### config.mk
export PLATFORM = sky130hd
export DESIGN_NAME = pipe_hazard_ctrl
export DESIGN_NICKNAME = d
export VERILOG_FILES = /design/src/rtl/pipe_hazard_ctrl_pkg.sv /design/src/rtl/pipe_hazard_ctrl_sat_counter.sv /design/src/rtl/pipe_hazard_ctrl.sv
export SDC_FILE = /design/constraint.sdc
export NUM_CORES = 1
export LEC_CHECK = 0
export CAP_MARGIN = 20
export CORE_ASPECT_RATIO = 1.4
export CORE_UTILIZATION = 51
export DETAILED_ROUTE_END_ITERATION = 10
export PLACE_DENSITY = 0.85
export SETUP_SLACK_MARGIN = 0.4
export SYNTH_ARGS = -nofsm -noshare
export SYNTH_HDL_FRONTEND = slang
export SYNTH_HIERARCHICAL = 1
export SYNTH_SLANG_ARGS = --single-unit
### constraint.sdc
create_clock -name clk -period 6.5 [get_ports clk]
set_clock_uncertainty 0.2 [all_clocks]
set_input_delay 0.65 -clock clk [delete_from_list [all_inputs] [get_ports clk]]
set_output_delay 0.65 -clock clk [all_outputs]
set_load 0.005 [all_outputs]
### src/rtl/pipe_hazard_ctrl_pkg.sv
// Shared definitions for the pipeline hazard controller: FSM states,
// PC source selector codes and the hard-wired zero register index.
package pipe_hazard_ctrl_pkg;

  typedef enum logic {
    RUN      = 1'b0,
    MEM_WAIT = 1'b1
  } state_e;

  localparam logic [1:0] PCSRC_SEQ = 2'd0;
  localparam logic [1:0] PCSRC_BR  = 2'd1;
  localparam logic [1:0] PCSRC_J   = 2'd2;

  localparam logic [4:0] REG_ZERO = 5'd0;

endpackage

### src/rtl/pipe_hazard_ctrl_sat_counter.sv
// Saturating event counter: counts up on inc, sticks at all-ones,
// cleared asynchronously by clr.
module sat_counter #(
  parameter int WIDTH = 16
) (
  input  logic             clk,
  input  logic             clr,
  input  logic             inc,
  output logic [WIDTH-1:0] count
);

  logic [WIDTH-1:0] count_q;

  // Count one event per cycle, holding once the counter is full
  always_ff @(posedge clk or posedge clr) begin
    if (clr) begin
      count_q <= '0;
    end else if (inc && (count_q != '1)) begin
      count_q <= count_q + 1'b1;
    end
  end

  assign count = count_q;

endmodule

### src/rtl/pipe_hazard_ctrl.sv
// Stall/flush sequencer for the 5-stage pipeline: load-use bubbles,
// MEM-stage redirects, a freeze while slow data memory is busy (with a
// timeout), and saturating stall/flush debug counters.
module pipe_hazard_ctrl
  import pipe_hazard_ctrl_pkg::*;
#(
  parameter int MEM_TIMEOUT = 64,
  parameter int CNT_W       = 16
) (
  input  logic             clk,
  input  logic             clr,
  input  logic [4:0]       id_rs,
  input  logic [4:0]       id_rt,
  input  logic             id_uses_rt,
  input  logic [4:0]       ex_writeReg,
  input  logic             ex_MemToReg,
  input  logic             mem_BranchEq,
  input  logic             mem_zero,
  input  logic             mem_Jump,
  input  logic             mem_MemToReg,
  input  logic             mem_MemWrite,
  input  logic             mem_ready,
  output logic             pc_hold,
  output logic             ifid_hold,
  output logic             ifid_flush,
  output logic             idex_hold,
  output logic             idex_flush,
  output logic             exmem_hold,
  output logic             exmem_flush,
  output logic             memwb_flush,
  output logic [1:0]       pc_src,
  output logic             err_timeout,
  output logic [CNT_W-1:0] stall_cnt,
  output logic [CNT_W-1:0] flush_cnt
);

  localparam int WCW = $clog2(MEM_TIMEOUT + 1);

  state_e         state_q, state_d;
  logic [WCW-1:0] waitCnt_q, waitCnt_d;
  logic           errTimeout_q, errTimeout_d;

  logic taken, redirect, memReq, loadUse;
  logic freeze, redirectFlush, bubble;
  logic [1:0] pcSrc;

  assign taken    = mem_BranchEq & mem_zero;
  assign redirect = taken | mem_Jump;
  assign memReq   = mem_MemToReg | mem_MemWrite;
  assign loadUse  = ex_MemToReg && (ex_writeReg != REG_ZERO) &&
                    ((ex_writeReg == id_rs) || (id_uses_rt && (ex_writeReg == id_rt)));

  // State, memory-wait counter and sticky timeout flag
  always_ff @(posedge clk or posedge clr) begin
    if (clr) begin
      state_q      <= RUN;
      waitCnt_q    <= '0;
      errTimeout_q <= 1'b0;
    end else begin
      state_q      <= state_d;
      waitCnt_q    <= waitCnt_d;
      errTimeout_q <= errTimeout_d;
    end
  end

  // Pick this cycle's action by priority: memory wait, redirect, load-use bubble
  always_comb begin
    state_d       = state_q;
    waitCnt_d     = waitCnt_q;
    errTimeout_d  = errTimeout_q;
    freeze        = 1'b0;
    redirectFlush = 1'b0;
    bubble        = 1'b0;
    pcSrc         = PCSRC_SEQ;
    case (state_q)
      RUN: begin
        if (memReq && !mem_ready) begin
          freeze    = 1'b1;
          state_d   = MEM_WAIT;
          waitCnt_d = '0;
        end else if (redirect) begin
          redirectFlush = 1'b1;
          pcSrc         = mem_Jump ? PCSRC_J : PCSRC_BR;
        end else if (loadUse) begin
          bubble = 1'b1;
        end
      end
      MEM_WAIT: begin
        if (mem_ready) begin
          state_d   = RUN;
          waitCnt_d = '0;
        end else if (waitCnt_q == WCW'(MEM_TIMEOUT)) begin
          state_d      = RUN;
          waitCnt_d    = '0;
          errTimeout_d = 1'b1;
        end else begin
          freeze    = 1'b1;
          waitCnt_d = waitCnt_q + 1'b1;
        end
      end
      default: begin
        state_d   = RUN;
        waitCnt_d = '0;
      end
    endcase
    if (clr) begin
      freeze        = 1'b0;
      redirectFlush = 1'b0;
      bubble        = 1'b0;
      pcSrc         = PCSRC_SEQ;
    end
  end

  assign pc_hold     = freeze | bubble;
  assign ifid_hold   = freeze | bubble;
  assign ifid_flush  = redirectFlush;
  assign idex_hold   = freeze;
  assign idex_flush  = redirectFlush | bubble;
  assign exmem_hold  = freeze;
  assign exmem_flush = redirectFlush;
  assign memwb_flush = freeze;
  assign pc_src      = pcSrc;
  assign err_timeout = errTimeout_q;

  sat_counter #(.WIDTH(CNT_W)) u_stallCnt (
    .clk   (clk),
    .clr   (clr),
    .inc   (pc_hold),
    .count (stall_cnt)
  );

  sat_counter #(.WIDTH(CNT_W)) u_flushCnt (
    .clk   (clk),
    .clr   (clr),
    .inc   (redirectFlush),
    .count (flush_cnt)
  );

endmodule

==> After elaboration in Yosys (flattened, before gate mapping) <==
Index checks and enable logic that the tools add are counted.
{ "word_totals": {"mem_bits_rw": 0, "regBits": 41, "wordCells": 54, "inputBits": 25, "rom_bits": 0, "memories": 0, "output_inout_bits": 43, "latch_bits": 0} }
{ "op_classes": {"reduce_logical": 10, "add_sub_neg": 3, "bitwise_logic": 7, "n_shift": 0, "magnitude_cmp": 0, "eq_ne": 6, "n_div": 0, "n_mul": 0, "muxes": 23} }
{ "ops": {"columns": ["op", "count"], "rows": [
  ["$add 16x1->16 const B", 2],
  ["$ne 16x16->1 const B", 2],
  ["$mux 7", 3],
  ["$pmux 7 s2", 1],
  ["$mux 1", 13],
  ["$eq 5x5->1", 2],
  ["$mux 2", 5],
  ["$add 7x1->7 const B", 1],
  ["$eq 7x7->1 const B", 1],
  ["$logic_and 1x1->1", 6],
  ["$reduce_bool 5->1", 1],
  ["$or 1x1->1", 4],
  ["$reduce_and 3->1", 1],
  ["$ne 2x2->1 const B", 1],
  ["$not 1->1", 2],
  ["$pmux 1 s2", 1],
  ["$and 1x1->1", 1],
  ["$logic_not 1->1", 1],
  ["$logic_or 1x1->1", 1]
]} }

==> Depth between registers and ports, before layout <==
Gate-level depths: netlist of run 1.
{ "depth": {"word_depth": 11, "ltp_mapped": 10, "mapped_depth_nobuf": 10} }

==> Cells and area by module <==
Netlist of run 1, hierarchy kept.
{ "by_module_without_submodules": {"columns": ["mod", "area_each_um2", "n_inst", "seq_area_each_um2", "cells_per_inst"], "rows": [
  ["sat_counter", 805.8, 2, 400.4, 71],
  ["pipe_hazard_ctrl", 720.7, 1, 225.2, 79]
]} }

==> Worst setup path after synthesis of run 1 <==
OpenSTA, ideal clock, no wires.
{ "synth_path": {"path_type": "input to register", "startpoint": "input ex_writeReg[3]", "endpoint": "register u_stallCnt.count_q[14] (netlist: u_stallCnt/count[14])", "setup_slack_ps": 3524, "n_path_buf": 0, "setup_ps": 125, "arrival_ps": 2651, "stages": 8, "path_cell_list": "xor2_1 > nor4_1 > a32oi_1 > o41ai_2 > and4_1 > nand3_1 > nor2_1 > mux2_2"} }
{ "synth_between": {"elab_chain_len": 11, "word_cells_on_any_way": 14} }
{ "synth_rtl": {"columns": ["element", "line_no", "rtl"], "rows": [
  ["from (decl)", "pipe_hazard_ctrl.sv:15", "input logic [4:0] ex_writeReg,"],
  ["$eq 5x5->1", "pipe_hazard_ctrl.sv:51", "((ex_writeReg == id_rs) || (id_uses_rt && (ex_writeReg == id_rt)));"],
  ["$logic_and 1x1->1", "pipe_hazard_ctrl.sv:51", null],
  ["$logic_or 1x1->1", "pipe_hazard_ctrl.sv:51", null],
  ["$logic_and 1x1->1 (*)", "pipe_hazard_ctrl.sv:50", "assign loadUse = ex_MemToReg && (ex_writeReg != REG_ZERO) &&"],
  ["$mux 1 (*)", "pipe_hazard_ctrl.sv:84", "end else if (loadUse) begin"],
  ["$mux 1 (*)", "pipe_hazard_ctrl.sv:81", "end else if (redirect) begin"],
  ["$mux 1 (*)", "pipe_hazard_ctrl.sv:77", "if (memReq && !mem_ready) begin"],
  ["$mux 1 (*)", "pipe_hazard_ctrl.sv:75", "case (state_q)"],
  ["$mux 1 (*)", "pipe_hazard_ctrl.sv:106", "if (clr) begin"],
  ["$or 1x1->1 (*)", null, null],
  ["via ifid_hold", "pipe_hazard_ctrl.sv:24", "output logic ifid_hold,"],
  ["$logic_and 1x1->1 (*)", "pipe_hazard_ctrl_sat_counter.sv:18", "end else if (inc && (count_q != '1)) begin"],
  ["to (signal assigned)", "pipe_hazard_ctrl_sat_counter.sv:19", "count_q <= count_q + 1'b1;"],
  ["to (decl)", "pipe_hazard_ctrl_sat_counter.sv:12", "logic [WIDTH-1:0] count_q;"]
]} }
Mark *: on every way through the listed nets, which the timed path passes. The rest lies on a longest branch.
A chain may end at the register's enable or synchronous reset.

==> Final worst setup path of run 1 <==
{ "layout_path": {"startpoint": "input ex_writeReg[3]", "endpoint": "output ifid_hold"} }
{ "layout_between": {"elab_chain_len": 10, "word_cells_on_any_way": 13} }
{ "layout_rtl": {"columns": ["element", "line_no", "rtl"], "rows": [
  ["$eq 5x5->1", "pipe_hazard_ctrl.sv:51", null],
  ["$logic_and 1x1->1", "pipe_hazard_ctrl.sv:51", null],
  ["$logic_or 1x1->1", "pipe_hazard_ctrl.sv:51", null],
  ["$logic_and 1x1->1 (*)", "pipe_hazard_ctrl.sv:50", null],
  ["$mux 1 (*)", "pipe_hazard_ctrl.sv:84", null],
  ["$mux 1 (*)", "pipe_hazard_ctrl.sv:81", null],
  ["$mux 1 (*)", "pipe_hazard_ctrl.sv:77", null],
  ["$mux 1 (*)", "pipe_hazard_ctrl.sv:75", null],
  ["$mux 1 (*)", "pipe_hazard_ctrl.sv:106", null],
  ["$or 1x1->1 (*)", "pipe_hazard_ctrl.sv:115", "assign ifid_hold = freeze | bubble;"],
  ["to (decl)", "pipe_hazard_ctrl.sv:24", null]
]} }
Every way passes the cells marked *; elsewhere a longest branch is shown, timed or not.

==> metrics, run 1 <==
number of instances in the synthesized netlist 221; most used routing layer met2; Worst setup SP type input port; Max Cap Viol 0; antenna violations before repair 0; Clock Power Share 0.243; Placed Instance Area 3050 µm²; CP arrival 3.24 ns; R2R Setup Slk 3.61 ns; Post-synth ARST share 1.00; nets 320; Yosys warning count 6; pre-CTS WS 2.41 ns; Area Growth Syn to Fin 34.3%; RSZ-0062 raised after global routing false; cell area after synthesis 2330 µm²; worst skew pair latency 0.30 ns; sequential area share after synthesis 0.440; endpoints failing hold 0; Slew headroom 0.474; grt met2 use 0.423; CP Capture Type output port; HP Class register to register; vias after detailed routing 1982; peak per-stage delay on the critical path 0.73 ns; #FFs+latches synth 41; Crit Path Class input port to output port; cts hold-fix bufs 0; number of diodes 0; wire per inst 15.4 µm; Final Cell Area 3130 µm²; CTS Sinks 41; final worst-path setup slack 2.41 ns; # DRC 0; Post-CTS Setup Inserts 0; CTS tree done; Worst Path Buf+Inv 2; TNS Setup 0 ns; global-route wire length before repair 8570 µm; GRT met3 Usage 0.0630; critical-path cell list clkdlybuf4s50_1 > xor2_1 > nor4_1 > a32oi_1 > o41ai_2 > clkdlybuf4s50_1; post-route ant nets 0; Clock Root Buffer clkbuf_8; # resized after CTS 0; io pins 68; sequential power share 0.496; Initial Util 0.541; top-area cell type share of the netlist area 0.440; total track usage 0.237; die area 4850 µm²; final wirelength 5420 µm; DR vias/cell 5.63; delay-heaviest family, CP buffers and inverters; 1st-pass router iterations 4; synth unique cells 42; worst-path maximum fanout 8; Final setup viols 0; Comb pwr share 0.261; Die Wd 59.2 µm; Core ar. 4310 µm²; Leak 1.36 nW; most frequent cells after synthesis 41 x dfrtp_1, 23 x xnor2_1, 17 x nand2_1; syn_nets 250; number of global-route vias before repair 1914; share of cells above drive strength 1 0.0925; Max Fclk 245 MHz; HPWL Detailed 4090 µm; largest area contributor in the netlist dfrtp_1; Worst VDD drop 0.000174 V; Worst Max-Slew Pin Slew 0.780 ns; CTS Buf Count 5; Finished Core Util 0.727; global-route congestion overflow total 0; H-tree depth 2; Routability Congestion 0.882; crit path time final 4.09 ns; Most Frequent Cell on Critical Path clkdlybuf4s50_1; Psw 0.000208 W; Top FF cell, synth dfrtp_1; Die Y 82.0 µm; CP max stage cell o41ai_2; Iter 0 DRT Violations 72; CTS clock-pin slew for the worst setup and hold paths 0.08 ns; overall power 0.000680 W; deepest clock path buffer count 2; Crit path required time 5.65 ns; status finished clean; I/O Buffers 67; pin count of the biggest net entering global routing 17; Switching Fraction 0.306; P per Cell Area 217 nW/µm²; grt met1 use 0.259; Mean Syn Cell Area 10.6 µm²; ranking of synthesized cells by area dfrtp_1 44%, xnor2_1 8.6%, xor2_1 3.8%; final period utilization 0.629; row count 28; Pint 0.000472 W; top-count cell post-synth dfrtp_1; number of synthesized flops with an enable pin 0; Max Slew Vio Count 0
placed cells by master, fill, tap and decap left out, types with 2 or more instances in the layout:
| cell type | instances |
|---|---|
| ha_1 | 4 |
| mux2_2 | 5 |
| xor2_1 | 10 |
| nand4_1 | 10 |
| nand4_2 | 2 |
| a21oi_1 | 5 |
| o21ai_0 | 4 |
| o21a_1 | 3 |
| nor2_1 | 13 |
| and2_1 | 2 |
| and3_1 | 10 |
| and4_1 | 6 |
| mux2i_1 | 2 |
| nand2_2 | 2 |
| nand2_1 | 17 |
| nand3_1 | 16 |
| clkdlybuf4s50_1 | 67 |
| inv_1 | 8 |
| a21o_1 | 2 |
| clkbuf_1 | 2 |
| and4_2 | 2 |
| a22o_1 | 3 |
| xnor2_1 | 23 |
| nor4_4 | 2 |
| and3_2 | 2 |
| nand4_4 | 2 |
| a211oi_1 | 2 |
| dfrtp_1 | 41 |
| nand2b_1 | 3 |
| nor3_1 | 3 |
| clkbuf_8 | 5 |
routing by layer:
layer  up-vias  share of wire  routed length [µm]
met2        77           0.52                2820
met5         -              0                   0
met1       949           0.39                2110
li1        944              -                   -
met3        12          0.071                 387
met4         0          0.019                 105
cell type report:
type                       count  area, µm²
multi-input combinational    168       1250
fill                         329       1180
sequential                    41       1030
timing repair buffer          67        671
clock buffer                   7       76.3
tap                           60       75.1
inverter                       8       30.0
clock inverter                 1       7.51
state kept, by name, indices dropped and copies added, names as in the netlist:
name	cells
waitCnt_q	7
err_timeout	1
u_stallCnt/count	16
state_q	1
u_flushCnt/count	16
power groups by stage:
stage          sequential [W]  clock (W)  combinational, W
2_1_floorplan        0.000333          0         0.0000779
3_3_place_gp         0.000340          0          0.000174
3_5_place_dp         0.000341          0          0.000178
4_1_cts              0.000337   0.000167          0.000179
5_1_grt              0.000345   0.000176          0.000193
6_report             0.000337   0.000165          0.000178
stage by stage:
step / hold WS [ns] / instances
3_5_place_dp: 0.263 / 344
2_1_floorplan: 0.260 / 221
5_1_grt: 0.295 / 352
4_1_cts: 0.280 / 352
6_report: 0.275 / 352
3_3_place_gp: 0.253 / 344
logic make-up after synthesis:
group,Yosys count,synth area share
and+or+nand+nor,96,0.262
muxes,7,0.0327
buffers and inverters,12,0.0258
adders and majority gates,4,0.0215
xor gates and xnor gates,33,0.124
AOI/OAI and AO/OA,28,0.0944
DFF,41,0.440
worst paths after layout:
path | startpoint | end | depth (start not counted)
hold / removal | err_timeout | err_timeout | 1
setup reg to reg | waitCnt_q[0] | u_stallCnt/count[14] | 10
min in group asynchronous | clr | waitCnt_q[5] | 2
setup / recovery | ex_writeReg[3] | ifid_hold | 6
max in group asynchronous | clr | u_stallCnt/count[6] | 2
hold reg to reg | err_timeout | err_timeout | 1
Power figures use the tool's default switching activity.
==> run 2, diff against run 1 <==
- CORE_UTILIZATION: 51 -> 47
- PLACE_DENSITY: 0.85 -> 0.79
- clock period: 6.5 -> 4.1 ns (I/O delays scaled with it)
==> run 2 against run 1 <==
  * Sequential cell count is the same
  * Clock power increased by 110%
  * Global-route usage is 1.6 points lower
  * Worst setup slack got worse by 1.8 ns
  * Largest cell class unchanged
==> metrics, run 2 (synthesis gave the netlist of run 1 again) <==
status finished clean; P per Cell Area 364 nW/µm² (+67%); CP arrival 2.83 ns (-0.41 ns); Area Growth Syn to Fin 36.4%; endpoints failing hold 0 (unchanged); Worst Max-Slew Pin Slew 0.668 ns (-0.112 ns); Worst VDD drop 0.000275 V (+58%); routed wl met2 2620 µm (-7.3%); worst skew pair latency 0.29 ns (about the same); DR vias/cell 5.43 (-3.5%); Final setup viols 0 (unchanged); met3 WL 404 µm (+4.4%); Iter 0 DRT Violations 99 (+38%); Leak 1.38 nW (+1.8%); Die Y 85.4 µm (+4.1%); commonest cells after routing, fill and taps aside 67 x clkdlybuf4s50_1, 41 x dfrtp_1, 23 x xnor2_1; wire per inst 15.0 µm (-2.5%); nets 321 (+0.31%); vias after detailed routing 1939 (-2.2%); final wirelength 5370 µm (-1.1%); wl on met1 2260 µm (+7.1%); Crit Path Class input port to output port; pre-CTS WS 0.558 ns (-1.86 ns); Placed Instance Area 3060 µm² (+0.41%); pin count of the biggest net entering global routing 17 (unchanged); number of diodes 0 (unchanged); final worst-path setup slack 0.656 ns (-1.75 ns); Core ar. 4800 µm² (+11%); antenna violations before repair 0 (unchanged); crit path time final 3.44 ns; total track usage 0.221 (-0.0156); # fillers 410 (+25%); Clock Root Buffer clkbuf_8; Routability Congestion 0.812 (-7.9%); Crit path required time 3.49 ns (-2.16 ns); HP Class register to register; share of cells above drive strength 1 0.102 (+0.00992); highest routed layer met4; io pins 68 (unchanged); Max Cap Viol 0 (unchanged); TNS Setup 0 ns (unchanged); I/O Buffers 67 (unchanged); die area 5250 µm² (+8.3%); deepest clock path buffer count 2 (unchanged); worst-path maximum fanout 8 (unchanged); most common cell after layout, fill and taps aside clkdlybuf4s50_1; H-tree depth 2 (unchanged); Max Slew Vio Count 0 (unchanged); Slew headroom 0.550 (+0.0758); CTS Sinks 41 (unchanged); RSZ-0062 raised after global routing false; global-route congestion overflow total 0 (unchanged); cts hold-fix bufs 0 (unchanged); Max Fclk 290 MHz; row count 30 (+7.1%); Worst setup SP type input port; CTS Buf Count 5 (unchanged); CP Capture Type output port; 1st-pass router iterations 4 (unchanged); HPWL Detailed 4080 µm (-0.22%); Die Wd 61.5 µm (+4.0%); CTS tree done; Final Cell Area 3180 µm² (+1.6%); post-route ant nets 0 (unchanged); # DRC 0 (unchanged); # resized after CTS 0 (unchanged); overall power 0.00116 W (+70%); final period utilization 0.840; Post-CTS Setup Inserts 0 (unchanged); number of global-route vias before repair 1951 (+1.9%); Initial Util 0.485 (-0.0558); CTS clock-pin slew for the worst setup and hold paths 0.07 ns (about the same); global-route wire length before repair 8780 µm (+2.4%)
==> run 2: changes by cell type in the layout (fill, tap and decap cells not counted), sizes merged <==
cell    previous run  this run
buf                0         1
bufinv             0         1
clkbuf             7         6
==> run 2: cell type report <==
type,count,area [µm²],area share
inverters,8,30.0,0.00944
well taps,64,80.1,0.0252
repair buffers,68,678,0.213
clock inverters,2,37.5,0.0118
multi-input cells,168,1250,0.392
clock buffers,6,82.6,0.0260
flip-flops and latches,41,1030,0.323
==> run 2: critical path, cell delays in order <==
cell	delay, ns
clkdlybuf4s50_1	0.48
xor2_1	0.19
nor4_1	0.27
a32oi_1	0.21
o41ai_2	0.65
clkdlybuf4s50_1	0.63
==> run 2: per-layer routing <==
layer | vias to the layer above | track usage
met2 | 72 | 0.361
met4 | 0 | 0.0768
met5 | - | 0
met3 | 8 | 0.0564
met1 | 920 | 0.277
li1 | 939 | -
==> run 2: worst paths after layout <==
path                                start                    to  slack, ns  depth (start not counted)
min reg2reg                   err_timeout           err_timeout       0.27                          1
min                           err_timeout           err_timeout       0.27                          1
min in group asynchronous             clr          waitCnt_q[5]       0.32                          3
max reg2reg                  waitCnt_q[1]  u_stallCnt/count[14]       1.29                         10
max                        ex_writeReg[1]               pc_hold       0.66                          6
max in group asynchronous             clr   u_flushCnt/count[3]       2.89                          2
==> run 2: report_power, final <==
group,leakage [nW],internal [W],switching (W)
Sequential,0.552,0.000455,0.0000807
Combinational,0.772,0.000174,0.000108
Clock,0.0574,0.000198,0.000141
==> run 2: stage by stage <==
| stage | utilization | hold slack, ns | instances |
|---|---|---|---|
| after floorplan | - | 0.0592 | 221 |
| after CTS | 0.662 | 0.283 | 357 |
| after detailed placement | 0.637 | 0.265 | 349 |
| final | 0.662 | 0.275 | 357 |
| after global routing | 0.662 | 0.306 | 357 |
| after global placement | 0.637 | 0.257 | 349 |
==> run 3, diff against run 2 <==
- CORE_UTILIZATION: 47 -> 43
- PLACE_DENSITY: 0.79 -> 0.77
- clock period: 4.1 -> 3 ns (I/O delays scaled with it)
==> run 3 against run 2 <==
  * Global-route usage is 1.7 points lower
  * Routed wire length rose by 5.2%
  * Largest cell class unchanged
  * Core utilization hardly changed
  * Clock-buffer cell count unchanged
  * Register-to-register slack worse by 0.86 ns
  * Critical endpoint is now u_stallCnt/count[1]
  * Critical path depth is 6 higher
  * Total power increased by 32%
  * Critical path type is now input port to register
  * Sequential share of layout area fell by 2.5 points
==> metrics, run 3 (synthesis gave the netlist of run 1 again) <==
Crit Path Class input port to register; Iter 0 DRT Violations 95 (-4.0%); R2R depth 10 (unchanged); final period utilization 0.875; number of diodes 0 (unchanged); Clock Root Buffer clkbuf_8; Finished Core Util 0.662 (about the same); Die Y 89.1 µm (+4.4%); RSZ-0062 raised after global routing true; Crit path required time 2.98 ns (-0.51 ns); Critical Path Source ex_writeReg[1]; HP Class input port to async pin; Psw 0.000466 W (+41%); io pins 68 (unchanged); nets 344 (+7.2%); most common cell after layout, fill and taps aside clkdlybuf4s50_1; crit path to u_stallCnt/count[1]; Worst setup SP type input port; CP max stage cell or4_4; vias after detailed routing 2042 (+5.3%); Max Slew Vio Count 0 (unchanged); Most Frequent Cell on Critical Path buf_4; grt met2 use 0.368 (+0.00772); worst reg2reg path startpoint waitCnt_q[4]; Pint 0.00107 W (+29%); Routability Congestion 0.820 (+0.97%); CTS Buf Count 5 (unchanged); P per Cell Area 445 nW/µm² (+22%); grt met1 use 0.247 (-0.0304); Die Wd 64.2 µm (+4.4%); row count 31 (+3.3%); Switching Fraction 0.304 (+0.0193); wire per inst 14.8 µm (-1.7%); CTS Sinks 41 (unchanged); CTS tree done; sequential power share 0.476 (+0.013); # DRC 0 (unchanged); Leak 1.64 nW (+19%); commonest cells after routing, fill and taps aside 50 x clkdlybuf4s50_1, 41 x dfrtp_1, 23 x xnor2_1, 23 x buf_4, 16 x nand2_1; global-route congestion overflow total 0 (unchanged); final wirelength 5640 µm (+5.2%); cts hold-fix bufs 0 (unchanged); antenna violations before repair 0 (unchanged); number of global-route vias before repair 1951 (unchanged); global-route wire length before repair 9060 µm (+3.2%); CP Capture Type register; Max Cap Viol 0 (unchanged); die area 5730 µm² (+9.0%); Slew headroom 0.576 (+0.0263); final worst-path setup slack 0.374 ns (-0.283 ns); Worst Max-Slew Pin Slew 0.635 ns (-0.0328 ns); Final setup viols 0 (unchanged); RR Endpoint u_stallCnt/count[1]; 1st-pass router iterations 4 (unchanged); crit path time final 2.63 ns; GRT met3 Usage 0.0370 (-0.0194); status finished clean; Core ar. 5200 µm² (+8.2%); peak per-stage delay on the critical path 0.55 ns (-0.10 ns); Max Fclk 381 MHz; Initial Util 0.449 (-0.0367); HPWL Detailed 4020 µm (-1.4%); Comb pwr share 0.273 (+0.030); deepest clock path buffer count 2 (unchanged); Hold WS 0.226 ns (-0.0493 ns); most used routing layer met2; Clock Power Share 0.251 (-0.042); I/O Buffers 67 (unchanged); share of cells above drive strength 1 0.218 (+0.116); R2R Setup Slk 0.43 ns (-0.86 ns); pin count of the biggest net entering global routing 17 (unchanged); CP arrival 2.61 ns (-0.22 ns); worst-path maximum fanout 4 (-4); DR vias/cell 5.35 (-1.6%); Worst VDD drop 0.000431 V (+57%); CTS clock-pin slew for the worst setup and hold paths 0.08 ns (about the same); worst skew pair latency 0.29 ns (about the same); total track usage 0.205 (-0.0166); Area Growth Syn to Fin 47.6%; pre-CTS WS -0.126 ns (-0.684 ns); endpoints failing hold 0 (unchanged); critical-path cell list dlygate4sd2_1 > buf_4 > or4_4 > o211ai_2 > buf_4 > o41ai_4 > buf_4 > buf_4 > buf_4 > buf_4 > nand2_2 > mux2_2; post-route ant nets 0 (unchanged); H-tree depth 2 (unchanged)
## run 3: cell count changes in the layout (fill, tap and decap cells not counted), sizes merged
cell,before,now
buf,1,24
bufinv,1,0
clkdlybuf4s15,0,1
clkdlybuf4s50,67,50
clkinv,0,2
clkinvlp,1,0
dlygate4sd2,0,7
dlymetal6s2s,0,9
## run 3: critical path: cells and delay by family
| kind | cells | cell delay [ns] |
|---|---|---|
| AOI/OAI and AO/OA | 2 | 0.23 |
| muxes | 1 | 0.34 |
| and+or+nand+nor | 2 | 0.61 |
| buffers and inverters | 7 | 1.12 |
## run 3: area by class of cell
cell class | count | area (µm²)
fillers | 431 | 1760
multi-input cells | 168 | 1340
flip-flops and latches | 41 | 1030
repair buffers | 91 | 868
clock buffers | 6 | 82.6
well taps | 66 | 82.6
inverters | 8 | 30.0
clock inverters | 2 | 13.8
## run 3: how the worst min path moves through the flow
stage                      startpoint            to  slack, ns  cells after the start
after floorplan                   clr   err_timeout      -0.05                      1
after global placement    err_timeout   err_timeout       0.26                      1
after detailed placement  err_timeout   err_timeout       0.28                      1
after CTS                         clr  waitCnt_q[4]       0.23                      3
after global routing              clr  waitCnt_q[6]       0.25                      3
final                             clr  waitCnt_q[4]       0.23                      3
## run 3: per-layer routing
layer / vias up / routed length (µm)
li1: 989 / -
met3: 8 / 266
met2: 64 / 2860
met5: - / 0
met4: 0 / 95
met1: 981 / 2430
## run 3: stage by stage
| step | cell area (µm²) | power [W] | TNS, ns | std cells |
|---|---|---|---|---|
| after floorplan | 2340 | 0.000893 | 0 | 221 |
| after global placement | 3140 | 0.00112 | -0.00954 | 360 |
| after detailed placement | 3140 | 0.00113 | -0.347 | 360 |
| after CTS | 3340 | 0.00154 | 0 | 378 |
| after global routing | 3440 | 0.00163 | 0 | 382 |
| final | 3440 | 0.00153 | 0 | 382 |
## run 3: power by group through the flow
| stage | combinational (W) | clock (W) | sequential [W] |
|---|---|---|---|
| 2_1_floorplan | 0.000170 | 0 | 0.000722 |
| 3_3_place_gp | 0.000385 | 0 | 0.000738 |
| 3_5_place_dp | 0.000396 | 0 | 0.000736 |
| 4_1_cts | 0.000412 | 0.000399 | 0.000727 |
| 5_1_grt | 0.000455 | 0.000420 | 0.000750 |
| 6_report | 0.000419 | 0.000385 | 0.000729 |
## run 3: repair_timing
item / in CTS / in global routing
resized for setup: 18 / 19
cloned: 0 / 0
endpoints found under the setup margin: 17 / 14
setup buffers: 10 / 4
pin swaps: 7 / 10
